===== src/rtl/rr_request_arbiter.sv =====
// N-way request arbiter with a rotating (or fixed-LSB) priority pointer,
// a valid/ready grant register that holds under stall, and lock-based re-grant.
module rr_request_arbiter #(
  parameter int NUM_REQ = 8,
  parameter int IDX_W   = $clog2(NUM_REQ),
  parameter bit RR_MODE = 1'b1
) (
  input  logic               clk,
  input  logic               rst_n,
  input  logic               clr,
  input  logic [NUM_REQ-1:0] req,
  input  logic               lock,
  output logic               gnt_valid,
  input  logic               gnt_ready,
  output logic [IDX_W-1:0]   gnt_idx,
  output logic [NUM_REQ-1:0] gnt_onehot
);

  logic               gnt_valid_reg;
  logic [IDX_W-1:0]   gnt_idx_reg;
  logic [NUM_REQ-1:0] gnt_onehot_reg;
  logic [IDX_W-1:0]   ptr_reg;

  logic               load;
  logic               accept;
  logic               any_req;
  logic [IDX_W-1:0]   ptr_acc;
  logic [IDX_W-1:0]   ptr_next;
  logic [IDX_W-1:0]   win_idx;
  logic [NUM_REQ-1:0] rot_req;
  logic [IDX_W-1:0]   rot_idx [NUM_REQ];
  logic [NUM_REQ-1:0] onehot_next;

  assign load    = !gnt_valid_reg || gnt_ready;
  assign accept  = gnt_valid_reg && gnt_ready;
  assign any_req = |req;

  // The pointer update from this edge's acceptance feeds this edge's arbitration,
  // so consecutive grants see the new priority without a bubble.
  always_comb begin
    ptr_acc = (gnt_idx_reg == IDX_W'(NUM_REQ - 1)) ? '0 : gnt_idx_reg + IDX_W'(1);
    if (lock) ptr_acc = gnt_idx_reg;
    ptr_next = ptr_reg;
    if (accept) ptr_next = ptr_acc;
    if (!RR_MODE) ptr_next = '0;
  end

  // Slot gi of the rotated view is requester (ptr + gi) mod NUM_REQ; the sum
  // never reaches 2*NUM_REQ, so one conditional subtract is an exact modulo.
  genvar gi;
  for (gi = 0; gi < NUM_REQ; gi++) begin : g_rot
    logic [IDX_W:0] sum;
    assign sum = {1'b0, ptr_next} + (IDX_W + 1)'(gi);
    assign rot_idx[gi] = (sum >= (IDX_W + 1)'(NUM_REQ)) ?
                         IDX_W'(sum - (IDX_W + 1)'(NUM_REQ)) : sum[IDX_W-1:0];
    assign rot_req[gi]     = req[rot_idx[gi]];
    assign onehot_next[gi] = any_req && (win_idx == IDX_W'(gi));
  end

  always_comb begin
    win_idx = '0;
    for (int i = NUM_REQ - 1; i >= 0; i--) begin
      if (rot_req[i]) win_idx = rot_idx[i];
    end
  end

  always_ff @(posedge clk or negedge rst_n) begin
    if (!rst_n) begin
      gnt_valid_reg  <= 1'b0;
      gnt_idx_reg    <= '0;
      gnt_onehot_reg <= '0;
      ptr_reg        <= '0;
    end else if (clr) begin
      gnt_valid_reg  <= 1'b0;
      gnt_idx_reg    <= '0;
      gnt_onehot_reg <= '0;
      ptr_reg        <= '0;
    end else begin
      ptr_reg <= ptr_next;
      if (load) begin
        gnt_valid_reg  <= any_req;
        gnt_onehot_reg <= onehot_next;
        // An empty request leaves the last index in place.
        if (any_req) gnt_idx_reg <= win_idx;
      end
    end
  end

  assign gnt_valid  = gnt_valid_reg;
  assign gnt_idx    = gnt_idx_reg;
  assign gnt_onehot = gnt_onehot_reg;

endmodule


===== config.mk =====
export PLATFORM = sky130hd
export DESIGN_NAME = rr_request_arbiter
export DESIGN_NICKNAME = d
export VERILOG_FILES = /design/src/rtl/rr_request_arbiter.sv
export SDC_FILE = /design/constraint.sdc
export NUM_CORES = 1
export LEC_CHECK = 0
export BUFFER_PORTS_ARGS = -buffer_cell sky130_fd_sc_hd__buf_2
export CAP_MARGIN = 20
export CORE_MARGIN = 2
export CORE_UTILIZATION = 30
export CTS_CLUSTER_DIAMETER = 150
export DETAILED_ROUTE_END_ITERATION = 16
export HOLD_SLACK_MARGIN = 0.1
export MAX_ROUTING_LAYER = met4
export PLACE_DENSITY = 0.51
export SLEW_MARGIN = 20
export SYNTH_ARGS = -nofsm -noshare
export SYNTH_HDL_FRONTEND = slang
export SYNTH_SLANG_ARGS = --single-unit
export TNS_END_PERCENT = 1

===== constraint.sdc =====
create_clock -name clk -period 5.3 [get_ports clk]
set_input_delay 1.06 -clock clk [delete_from_list [all_inputs] [get_ports clk]]
set_output_delay 1.06 -clock clk [all_outputs]
set_load 0.03 [all_outputs]

==> impl_metrics.ini, run 1 <==
[status]
outcome = finished, final reports clean

[floorplanning]
ios = 25
die_w_um = 78.9
die_y_um = 78.9
die-area_um2 = 6230
initial_utilization_pct = 30.8
core_area_um2 = 5470
num_rows = 27

[setup_path]
end_kind = register
startpoint_type = primary input
worstRegToRegCells = 12
r2r-start = gnt_idx[0]
r2r_end = gnt_onehot[3]
crit_arrival_ns = 4.02
rrSetupSlack_ns = 1.68
cp_max_fo = 15
worstPathRequired_ns = 5.46
crit_type = primary input to register

[job]
cap_violations = 0

[power_and_ir_drop]
leakagePower_uw = 0.000852
irDropWorstVdd_v = 0.000174
p_per_area_nw_per_um2 = 298
internal_power_uw = 317
power.switching_uw = 258
switching_share_pct = 44.9
pwr-share-comb_pct = 60.1
pwr-share-seq_pct = 24.1
p_clk_share_pct = 15.8

[routing]
drt-total-wl_um = 4170
wl_per_cell_um = 15.7
vias = 1420
drc = 0
ant_nets = 0
vias_per_cell = 5.36
dr.pass1.iters = 4
initialDrtViolationCount = 68

[cts]
htreeDepth = 1
max-clock-path-buffers = 2
ctsHoldBuffers = 0
post-cts-setup-buffers = 0
clk_latency_ns = 0.24
clk_pin_slew_ns = 0.06
clock_sinks = 15
numCtsBuffers = 3
cts_root_buf = clkbuf_8
post_cts_resized = 0
cts_tree = yes

[sta]
setup_viol = 0
final_hold_viol_count = 0
slew_viol_final = 0
timing.slew.headroom_pct = 51.3
final.setup.tns_ns = 0
period_needed_ns = 3.86
fmax_mhz = 259
final.period_utilization_pct = 72.9
worstMarginPinSlew_ns = 0.726
rsz0062_at_grt = no
clock_skew_ns = 0.00122

[hold_path]
min_to = gnt_onehot[6]
hold_path_depth = 2
worstHoldStart = gnt_onehot[6]
hold_path.class = register to register

[placement]
dp_hpwl_um = 3190
io_buffers = 24
dpl.cell_count = 261
place_congestion = 0.787

[final_layout]
largest_reg_flops = 8
drive_gt1_share_pct = 28.0
final_common_cell = mux2i_1
layout.cells.non_filler = 265
nets = 211
final_cell_mix = 29 x mux2i_1, 24 x buf_2, 15 x dfrtp_1
num-fill-cells = 574
antennaDiodeCount = 0
layout-area-overhead-vs-synth_pct = 14.3

[global_route]
antenna_found_initial = 0
grt_max_degree = 18
grt_pass1_vias = 1441
grt_use_total_pct = 14.6
grt_pass1_wl_um = 7110
overflow = 0

[synthesis]
syn-num-nets = 185
yosysUniqueCellTypes = 54
dominantRegCellSynth = dfrtp_1
ys_async_sr_fraction_pct = 100
avgSynthCellArea_um2 = 10.0
synthTopCellsByArea = dfrtp_1 22%, mux2i_1 17%, mux4_2 5.3%
yosysSeqAreaShare_pct = 22.3
syn_area_um2 = 1680
ys.warnings.count = 0
yosys.area.top_type = dfrtp_1
netlist.area_leader.share_pct = 22.3
ys_seq_elements = 15
synth_edf_count = 0
syn_inst = 168
## synthesized netlist by cell type (4+ instances only)
cell / n
nand2_1: 10
mux2i_1: 29
and2_1: 6
nand3_1: 5
mux4_2: 4
nor2_1: 13
ha_1: 4
o21ai_0: 4
a21oi_1: 8
dfrtp_1: 15
## per-layer routing
layer  track usage (%)  share of wire [%]  routed length (um)
met5                 -                  0                   0
met3              1.82                2.0                  82
met4              3.28                1.1                  47
met1              19.4                 48                2010
met2              24.2                 49                2030
## power groups by stage
stage	Combinational, uW	Clock [uW]	Sequential [uW]
after global placement	346	0	140
final	345	90.5	139
after global routing	375	102	141
after CTS	345	95.1	139
after detailed placement	343	0	141
after floorplan	244	0	164
## logic make-up after synthesis
logic type                 after synthesis  synth area share [%]
AOI/OAI and AO/OA                       48                  25.7
xor gates and xnor gates                 3                  1.56
adders and majority gates                4                  2.97
buffers and inverters                   10                  3.12
DFF                                     15                  22.3
muxes                                   40                  29.9
and+or+nand+nor                         48                  14.4
## metrics by stage
step / hold slack [ns] / worst slack [ns] / instance area, um2 / util, % / power (uW)
2_1_floorplan: 0.650 / 1.36 / 1680 / - / 408
3_3_place_gp: 0.465 / 1.18 / 1880 / 34.4 / 486
3_5_place_dp: 0.470 / 1.20 / 1880 / 34.4 / 484
6_report: 0.475 / 1.44 / 1930 / 35.2 / 575
5_1_grt: 0.512 / 1.21 / 1930 / 35.2 / 618
4_1_cts: 0.485 / 1.45 / 1930 / 35.2 / 579
## how the worst max path moves through the flow
stage / start / to / slack, ns / cells after the start
after CTS: lock / gnt_onehot[3] / 1.45 / 11
after detailed placement: lock / gnt_onehot[3] / 1.20 / 11
after global routing: gnt_ready / gnt_onehot[7] / 1.21 / 12
final: lock / gnt_onehot[3] / 1.44 / 11
after floorplan: lock / gnt_onehot[0] / 1.36 / 11
after global placement: lock / gnt_onehot[3] / 1.18 / 11
## cell type report
cell class / count / area (um2) / area share (%)
inverter: 5 / 23.8 / 1.23
multi-input combinational: 143 / 1260 / 65.2
clock buffer: 4 / 45.0 / 2.34
tap: 72 / 90.1 / 4.68
timing repair buffer: 26 / 135 / 7.02
sequential: 15 / 375 / 19.5
## worst max-delay path, stage by stage
cell and delay [ns]:
buf_2 0.13, and2_1 0.18, o31ai_4 0.24, inv_4 0.15, ha_1 0.29, xnor2_1 0.62, mux2i_4 0.40, o311ai_1 0.16
a31oi_2 0.30, nand3_1 0.21, o31ai_1 0.26
(Power assumes the default switching activity.)
==> run 2, diff against run 1 <==
==> constraint.sdc (replaced) <==
create_clock -name clk -period 3.8 [get_ports clk]
set_input_delay 0.76 -clock clk [delete_from_list [all_inputs] [get_ports clk]]
set_output_delay 0.76 -clock clk [all_outputs]
set_load 0.03 [all_outputs]
==> impl_metrics.ini, run 2 (synthesis gave the netlist of run 1 again) <==
[global_route]
grt_pass1_wl_um = 6970
grt_pass1_vias = 1418
grt_max_degree = 18
overflow = 0
antenna_found_initial = 0
grt_use_total_pct = 14.2

[sta]
timing.slew.headroom_pct = 56.6
final.setup.tns_ns = 0
final_hold_viol_count = 0
setup_viol = 0
slew_viol_final = 0
period_needed_ns = 3.49
final.period_utilization_pct = 91.8
rsz0062_at_grt = no
fmax_mhz = 287
worstMarginPinSlew_ns = 0.646
clock_skew_ns = 0.00401

[cts]
cts_root_buf = clkbuf_8
clock_sinks = 15
clk_pin_slew_ns = 0.06
clk_latency_ns = 0.25
cts_tree = yes
max-clock-path-buffers = 2
htreeDepth = 1
ctsHoldBuffers = 0
post_cts_resized = 0
post-cts-setup-buffers = 0
numCtsBuffers = 3

[routing]
ant_nets = 0
vias_per_cell = 5.40
drc = 0
dr.pass1.iters = 4
initialDrtViolationCount = 65
vias = 1457
wl_per_cell_um = 15.4
drt-total-wl_um = 4170

[setup_path]
cp_top_family = compound AO/OA/AOI/OAI gates
crit_type = register to register
cp_slowest_cell = xnor2_1
rrSetupSlack_ns = 0.31
worstRegToRegCells = 12
crit_path_frequent_cell = ha_1
end_kind = register
cp_max_fo = 5
path_buf_inv = 0
cpPeakStageDelay_ns = 0.55
startpoint_type = register
crit_arrival_ns = 3.64
r2r_end = gnt_onehot[3]
crit_cells = 12
r2r-start = gnt_idx[0]
crit_chain = ha_1 > ha_1 > nor3_2 > o31ai_4 > ha_1 > xnor2_1 > mux2i_1 > nor2_1 > o21ai_1 > o31ai_2 > nand3_1 > o31ai_1
worstPathRequired_ns = 3.95

[power_and_ir_drop]
power.switching_uw = 362
leakagePower_uw = 0.000877
p_clk_share_pct = 15.8
pwr-share-comb_pct = 60.3
finalPower_uw = 811
internal_power_uw = 449
pwr-share-seq_pct = 23.8
p_per_area_nw_per_um2 = 413
irDropWorstVdd_v = 0.000271
switching_share_pct = 44.6

[final_layout]
drive_gt1_share_pct = 29.8
antennaDiodeCount = 0
final_common_cell = mux2i_1
largest_reg_flops = 8
nets = 216
layout-area-overhead-vs-synth_pct = 16.6
final_cell_mix = 29 x mux2i_1, 24 x buf_2, 15 x dfrtp_1

[placement]
io_buffers = 24
place_congestion = 0.807
dp_hpwl_um = 3180

[floorplanning]
core_area_um2 = 5470
die_y_um = 78.9
die-area_um2 = 6230
initial_utilization_pct = 30.8
ios = 25
num_rows = 27
die_w_um = 78.9

[hold_path]
hold_path.class = primary input to async pin

[job]
cap_violations = 0

[status]
outcome = finished, final reports clean
==> run 2: cell types whose count changed in the layout (fill, tap and decap cells not counted) <==
cell,previous run,this run
buf_4,2,7
==> run 2: stage by stage <==
| step | hold WS, ns | setup WS (ns) | std cells | instance area [um2] | util (%) |
|---|---|---|---|---|---|
| global route | 0.432 | 0.0818 | 270 | 1960 | 35.9 |
| finish | 0.407 | 0.312 | 270 | 1960 | 35.9 |
| detailed placement | 0.472 | 0.202 | 266 | 1920 | 35.0 |
| floorplan | 0.464 | 0.0530 | 168 | 1680 | - |
| CTS | 0.418 | 0.269 | 270 | 1960 | 35.9 |
| global placement | 0.477 | 0.159 | 266 | 1920 | 35.0 |
==> run 2: worst reg2reg max path: stages (launching register included) <==
cell	delay (ns)
dfrtp_1	0.43
ha_1	0.22
ha_1	0.19
nor3_2	0.23
o31ai_4	0.14
ha_1	0.26
xnor2_1	0.55
mux2i_1	0.15
nor2_1	0.24
o21ai_1	0.13
o31ai_2	0.36
nand3_1	0.22
o31ai_1	0.27
==> run 2: power groups by stage <==
stage / sequential, uW / combinational [uW] / clock, uW
CTS: 194 / 491 / 134
detailed placement: 196 / 489 / 0
floorplan: 228 / 341 / 0
global placement: 196 / 496 / 0
finish: 193 / 490 / 128
global route: 196 / 530 / 139
==> run 2: layer usage <==
layer  wire [um]  track usage, %  vias to the layer above
li1            -               -                      713
met2        2070            23.6                       20
met5           0               -                        -
met1        1990            18.9                      722
met4          12            1.90                        0
met3         102            2.39                        2
==> run 2: how the worst max path moves through the flow <==
stage                from             to  slack, ns
6_report       gnt_idx[0]  gnt_onehot[3]       0.31
5_1_grt        gnt_idx[0]  gnt_onehot[7]       0.08
4_1_cts        gnt_idx[0]  gnt_onehot[3]       0.27
3_5_place_dp    gnt_ready  gnt_onehot[3]       0.20
3_3_place_gp    gnt_ready  gnt_onehot[3]       0.16
2_1_floorplan  gnt_idx[0]  gnt_onehot[0]       0.05
==> run 2: cell type report <==
class / instances / area (um2)
multi-input cells: 143 / 1260
flip-flops and latches: 15 / 375
well taps: 72 / 90.1
fillers: 576 / 3510
clock buffers: 4 / 45.0
inverters: 5 / 23.8
repair buffers: 31 / 173
